==> config.mk <==
export PLATFORM = sky130hd
export DESIGN_NAME = uart_rx
export DESIGN_NICKNAME = d
export VERILOG_FILES = /design/src/rtl/uart_rx.sv
export SDC_FILE = /design/constraint.sdc
export NUM_CORES = 1
export LEC_CHECK = 0
export CORE_MARGIN = 1
export CORE_UTILIZATION = 52
export CTS_CLUSTER_SIZE = 10
export DETAILED_ROUTE_END_ITERATION = 12
export PLACE_DENSITY = 0.75
export SYNTH_ARGS = -nofsm -noshare
export SYNTH_HDL_FRONTEND = slang
export SYNTH_SLANG_ARGS = --single-unit
==> constraint.sdc <==
create_clock -name clk_i -period 4.69 [get_ports clk_i]
set_input_delay 0.938 -clock clk_i [delete_from_list [all_inputs] [get_ports clk_i]]
set_output_delay 0.938 -clock clk_i [all_outputs]
set_load 0.03 [all_outputs]
==> src/rtl/uart_rx.sv <==
// 8N1 UART receiver that assembles WORD_BYTES bytes, first byte in the low bits, into one output word.
// It uses a valid/ready output and reports a bad stop bit and a dropped word with one-cycle pulses.
module uart_rx #(
  parameter int unsigned WORD_BYTES = 4
) (
  input  logic        clk_i,
  input  logic        reset_i,
  input  logic [31:0] prescaler,
  input  logic        rx,
  input  logic        ready_i,
  output logic [31:0] data_o,
  output logic        valid_o,
  output logic        frame_err_o,
  output logic        overrun_o
);

  localparam int unsigned LAST_BYTE = WORD_BYTES - 1;

  typedef enum logic [1:0] {IDLE, START, DATA, STOP} state_e;

  state_e      state_q, state_d;
  logic        rx_meta_q, rx_s_q;
  logic [31:0] baud_q, baud_d;
  logic [2:0]  bit_idx_q, bit_idx_d;
  logic [1:0]  byte_idx_q, byte_idx_d;
  logic [7:0]  shift_q, shift_d;
  logic [31:0] word_q, word_d;
  logic [31:0] data_q, data_d;
  logic        valid_q, valid_d;
  logic        ferr_q, ferr_d;
  logic        ovr_q, ovr_d;
  logic [31:0] mid;
  logic        baud_hit;

  assign mid      = prescaler >> 1;
  assign baud_hit = (baud_q == prescaler);

  // State and datapath registers, with the two synchronizer flops
  always_ff @(posedge clk_i or posedge reset_i) begin
    if (reset_i) begin
      state_q    <= IDLE;
      rx_meta_q  <= 1'b1;
      rx_s_q     <= 1'b1;
      baud_q     <= '0;
      bit_idx_q  <= '0;
      byte_idx_q <= '0;
      shift_q    <= '0;
      word_q     <= '0;
      data_q     <= '0;
      valid_q    <= 1'b0;
      ferr_q     <= 1'b0;
      ovr_q      <= 1'b0;
    end else begin
      state_q    <= state_d;
      rx_meta_q  <= rx;
      rx_s_q     <= rx_meta_q;
      baud_q     <= baud_d;
      bit_idx_q  <= bit_idx_d;
      byte_idx_q <= byte_idx_d;
      shift_q    <= shift_d;
      word_q     <= word_d;
      data_q     <= data_d;
      valid_q    <= valid_d;
      ferr_q     <= ferr_d;
      ovr_q      <= ovr_d;
    end
  end

  // Next-state logic. A zero mid-bit offset means the detecting cycle is itself the start sample.
  always_comb begin
    state_d = state_q;
    unique case (state_q)
      IDLE:  if (!rx_s_q) state_d = (mid == 32'd0) ? DATA : START;
      START: if (baud_q == mid) state_d = rx_s_q ? IDLE : DATA;
      DATA:  if (baud_hit && bit_idx_q == 3'd7) state_d = STOP;
      STOP:  if (baud_hit) state_d = IDLE;
      default: state_d = IDLE;
    endcase
  end

  // Datapath and output logic
  always_comb begin
    baud_d     = baud_q + 32'd1;
    bit_idx_d  = bit_idx_q;
    byte_idx_d = byte_idx_q;
    shift_d    = shift_q;
    word_d     = word_q;
    data_d     = data_q;
    valid_d    = valid_q && !ready_i;
    ferr_d     = 1'b0;
    ovr_d      = 1'b0;
    unique case (state_q)
      IDLE: begin
        baud_d    = '0;
        bit_idx_d = '0;
      end
      START: begin
        if (baud_q == mid) begin
          baud_d    = '0;
          bit_idx_d = '0;
        end
      end
      DATA: begin
        if (baud_hit) begin
          baud_d    = '0;
          shift_d   = {rx_s_q, shift_q[7:1]};
          bit_idx_d = bit_idx_q + 3'd1;
        end
      end
      STOP: begin
        if (baud_hit) begin
          baud_d = '0;
          if (rx_s_q) begin
            word_d[{byte_idx_q, 3'b000} +: 8] = shift_q;
            byte_idx_d = byte_idx_q + 2'd1;
            if (byte_idx_q == 2'(LAST_BYTE)) begin
              if (valid_q && !ready_i) begin
                ovr_d = 1'b1;
              end else begin
                data_d  = word_d;
                valid_d = 1'b1;
              end
            end
          end else begin
            ferr_d     = 1'b1;
            byte_idx_d = '0;
            word_d     = '0;
          end
        end
      end
      default: baud_d = '0;
    endcase
  end

  assign data_o      = data_q;
  assign valid_o     = valid_q;
  assign frame_err_o = ferr_q;
  assign overrun_o   = ovr_q;

endmodule

; Word-level counts from Yosys, hierarchy flattened
; Cells that the tools add are included.
[classes]
reduce_logical = 12
n_shift = 2
n_addsub = 4
n_eq_ne = 12
n_mux = 28
bitwise_logic = 1
[ops]
columns = cell, n
row1 = $mux W32, 3
row2 = $pmux W32 S3, 1
row3 = $add A32 B1 Y32 const B, 1
row4 = $bwmux W32, 1
row5 = $eq A32 B31 Y1, 1
row6 = $eq A32 B32 Y1, 1
row7 = $logic_not A32 Y1, 1
row8 = $shift A8 B7 Y32 const A, 1
row9 = $shiftx A8 B7 Y32, 1
row10 = $mux W2, 7
row11 = $mux W1, 12
row12 = $ne A2 B2 Y1 const B, 5
row13 = $pmux W3 S3, 1
row14 = $pmux W2 S4, 1
row15 = $neg A5 Y7, 1
row16 = $eq A2 B2 Y1 const B, 3
row17 = $mux W3, 2
row18 = $reduce_and A5 Y1, 1
row19 = $reduce_and A2 Y1, 2
row20 = $reduce_and A4 Y1, 1
row21 = $add A3 B1 Y3 const B, 1
row22 = $eq A3 B3 Y1 const B, 1
row23 = $reduce_and A3 Y1, 1
row24 = $reduce_bool A3 Y1, 1
row25 = 7 further kinds, 8
[word_totals]
in_bits = 36
output_inout_bits = 35
register_bits = 116
elab_cells = 71

; Longest topological paths before layout
[logic_depth]
ltp_word = 7
depth_mapped = 9
ltp_nobuf = 7

; Least setup slack after synthesis
; No wires, ideal clock.
[synth_timing]
path_kind = input port to flip-flop
startpoint = input prescaler[15]
endpoint = register data_q[0], in the netlist data_o[0]
arrival_ps = 2529
path_stages = 7
slack_ps = 2035
setup_time_ps = 125
n_path_buf = 1
path_cell_list = xor2_1 -> nor4_1 -> nand4_1 -> nor3_4 -> nand4_4 -> buf_6 -> mux2_4
[synth_between]
elab_chain_cells = 2
[synth_rtl]
columns = item, line
row1 = start: declaration, 8  ; input logic [31:0] prescaler,
row2 = $eq A32 B32 Y1, 36  ; assign baud_hit = (baud_q == prescaler);
row3 = $reduce_and A5 Y1 (no source line), n/a
row4 = end signal: assignment, 62  ; data_q <= data_d;
row5 = end: declaration, 28  ; logic [31:0] data_q, data_d;
; No other way between the ends.
; A chain may end at the register's enable or synchronous reset.

; Final worst setup path
[layout_timing]
startpoint = input prescaler[3]
endpoint = register data_q[1], in the netlist data_o[1]
; The elaborated chain is that of the path after synthesis.

==> summary by stage <==
Outcome
The flow ran to the end, and the final reports show no timing, DRC or antenna violations.

Cells and area
The final net count is 674. The area growth from synthesis to layout is 22.1%. The fraction of layout cells with a size suffix above 1 is 14.4%. Summing all non-filler instances in the final layout gives an area of 7860 sq um. The number of antenna diodes in the final layout is 0. After filler insertion, the fill cell instance count of the layout stands at 926.

Place
The worst slack at placement is 1.16 ns. The detailed placement HPWL is 10.4 mm. The final weighted congestion of routability-driven global placement is 0.922. In this run the cell area measured after placement is 7220 sq um. The number of buffers added on ports is 70.

Floorplan
The die covers between 10,000 and 15,000 sq um. The starting density of the core is 53.4%. The area of the core region is 12,100 sq um.

The die is 113 microns tall. The floorplan has 40 rows. The boundary pin count is 71. The die is 113 microns wide.

Synthesis
In this run, synthesis produced a sequential element count of 116. The top flip-flop cell by instance count after synthesis is sky130_fd_sc_hd__dfrtp_1. For this run, the number of Yosys warnings is 0. The cell type with the largest total area after synthesis is sky130_fd_sc_hd__dfrtp_1. For this run, asynchronously set or reset flops after synthesis account for 100%. The synthesized netlist net count is 623.

In the post-synthesis netlist, the cell with the most instances is sky130_fd_sc_hd__dfrtp_1. The number of enable flip-flop cells after synthesis is 0. The synthesized netlist occupies a cell area of 6440 sq um. In the synthesized netlist, the cells that appear most often are sky130_fd_sc_hd__dfrtp_1 (114), sky130_fd_sc_hd__a22o_1 (64), sky130_fd_sc_hd__xor2_1 (53), sky130_fd_sc_hd__nor2_1 (42), sky130_fd_sc_hd__xnor2_1 (41).

The netlist uses between 40 and 50 different library cells. Each instance of the synthesized netlist takes up on average ~11 sq um. The synthesized netlist cell count is 577. The share of synthesized area in the top cell type comes to between 40 and 50%. Sorting the synthesized cells by area gives the leading types as sky130_fd_sc_hd__dfrtp_1 (44%), sky130_fd_sc_hd__a22o_1 (8.7%), sky130_fd_sc_hd__xor2_1 (7.2%). For this run, the register share of the synthesized area comes to 45.1%.

Power and ir drop
The power density over the cells is 317 nW/um^2. IR analysis of the VDD net gives a maximum drop of 0.171 mV. The leakage power total is 3.55 nW.

The total power consumption of the routed design is between 2 and 2.5 mW.

GRT
The via count of the first global-routing pass is 4,924. Entering global routing, the biggest net connects 80 pins. The overall track demand over capacity in global routing is 25.3%.

The residual overflow from global routing is 0. The global-route wire length before repair is 25.1 mm. The number of antenna violations at the first check in global routing is 0.

Worst setup path
In this run the worst path has a maximum fanout of 32. The class of the most critical setup path is primary input to flip-flop. STA classifies the critical path endpoint as a flip-flop. Data on the critical path is required at its endpoint by 4.97 ns. The start point of the critical path is prescaler[3]. The capturing point of the worst reg2reg path is data_o[1]. The worst setup path is launched from a primary input. The number of cells on the worst reg-to-reg path is 7. In this run the register-to-register setup slack is 2.02 ns. The startpoint of the most critical register-to-register path is baud_q[3]. The signal arrival time at the worst endpoint is 3.43 ns.

Timing
The setup violation total in the final timing report is 0. At the pin with the least slew margin, the transition time is approximately 1 ns. In the final timing run, aggregate negative setup slack is 0 ns.

The max-slew violation total from the final report came to 0. The shortest clock period the worst path allows after layout is 3.15 ns. The worst slew slack as a fraction of its limit is 34.2%. The share of the cycle needed by the critical path after routing is ~67%. Setup repair after global routing left no endpoint under its margin.

The worst-case setup margin in the final layout is 1.54 ns. The final hold violation count is 0. The upper clock frequency limit is 318 MHz. The clock skew after layout is approximately 0.016 ns.

Clocking
The post-cts resize count is 0. The H-tree generated during clock tree synthesis spans 4 levels. The clock tree from TritonCTS is yes.

In this run the deepest clock path goes through 2 buffers. The number of buffers inserted by hold repair at cts is 0. The tree built by TritonCTS fans out to 116 sinks.

The CTS buffer count is 17. The tree is rooted in a sky130_fd_sc_hd__clkbuf_16. The clock latency of the later-clocked register in the worst-skew pair is 0.42 ns. The total setup buffers inserted after CTS is 0. The clock slew seen by the registers of the worst setup and hold paths is 0.05 ns.

Min path
The worst hold path belongs to the class flip-flop to flip-flop. The critical hold path startpoint is rx_meta_q. The worst hold path passes through 0 cells. For hold timing, the worst endpoint is rx_s_q.

Detailed routing
For this block, the via count after detailed routing is between 4,000 and 5,000. The violation count after the first detailed-routing iteration is 304. In the routed layout, each cell is associated on average with a via count of ~5.9.

The routed design has roughly 15 mm of wire. Dividing the detail-routed wire length by the instance count gives 18.8 microns. The first-pass iteration count of the detailed router is 5. The remaining design rule violation count is 0. The post-route antenna net violation count is 0.

Run
The max-cap violation count is 0.
-- registers in the layout, summed over array words and instances (netlist names) --
name and count:
baud_q 32, data_o 32, word_q 32, shift_q 8, bit_idx_q 3, byte_idx_q 2
state_q 2, frame_err_o 1, overrun_o 1, rx_meta_q 1, rx_s_q 1, valid_o 1
-- critical path, cell delays in order --
cell	delay, ns
sky130_fd_sc_hd__clkdlybuf4s50_1	0.46
sky130_fd_sc_hd__xor2_1	0.16
sky130_fd_sc_hd__nor4_1	0.38
sky130_fd_sc_hd__nand4_1	0.32
sky130_fd_sc_hd__nor3_4	0.32
sky130_fd_sc_hd__nand4_4	0.11
sky130_fd_sc_hd__buf_4	0.34
sky130_fd_sc_hd__mux2_4	0.36
-- where the power goes --
group / switching (mW) / internal [mW]
clock network: 0.461 / 0.932
registers: 0.00575 / 1.00
logic: 0.0490 / 0.0428
total: 0.516 / 1.98
-- worst max-delay path by stage --
stage | end | slack (ns) | depth (start not counted)
after global placement | data_o[26] | 1.21 | 8
after detailed placement | data_o[21] | 1.16 | 8
after CTS | data_o[8] | 1.58 | 8
after floorplan | baud_q[0] | 0.68 | 1
final | data_o[1] | 1.54 | 8
after global routing | data_o[17] | 1.47 | 8
-- cell families after synthesis --
group / synth area share [%]
simple gates: 11.7
xor+xnor: 12.8
mux: 9.06
fa+ha+maj: 1.94
flops: 45.1
buf+inv: 4.32
compound gates: 15.0
-- cell usage in the layout, fill, tap and decap left out, drive strengths merged, types with 10 or more instances in the layout --
| master | netlist | layout |
|---|---|---|
| inv | 9 | 11 |
| mux2 | 40 | 40 |
| nand4 | 16 | 16 |
| nor4 | 18 | 18 |
| a32o | 32 | 32 |
| nor2 | 42 | 42 |
| buf | 27 | 12 |
| xor2 | 53 | 53 |
| nand3 | 16 | 16 |
| clkbuf | 23 | 20 |
| dfrtp | 114 | 114 |
| xnor2 | 41 | 41 |
| nand2 | 22 | 22 |
| clkdlybuf4s50 | 0 | 70 |
| a22o | 64 | 64 |
| ha | 10 | 10 |
-- routing by layer --
metal / GRT usage (%) / part of all wire [%]
met1: 33.4 / 44
met2: 41.3 / 49
met3: 5.52 / 5.5
met4: 8.68 / 0.90
met5: 0 / 0
-- final cells by class --
class | count | area, sq um | area share [%]
Clock buffer | 20 | 467 | 5.94
Clock inverter | 12 | 175 | 2.23
Inverter | 11 | 43.8 | 0.557
Multi-Input combinational cell | 400 | 3270 | 41.6
Sequential cell | 116 | 2910 | 37.0
Tap cell | 168 | 210 | 2.68
Timing Repair Buffer | 82 | 791 | 10.1
-- per-stage QoR --
stage | hold slack [ns] | utilization, % | std cells
2_1_floorplan | 0.345 | - | 577
6_report | 0.357 | 65.1 | 809
5_1_grt | 0.362 | 65.1 | 809
4_1_cts | 0.360 | 65.1 | 809
3_5_place_dp | 0.353 | 59.8 | 777
3_3_place_gp | 0.351 | 59.8 | 777
Note: power is estimated with default switching activity, not from simulation.
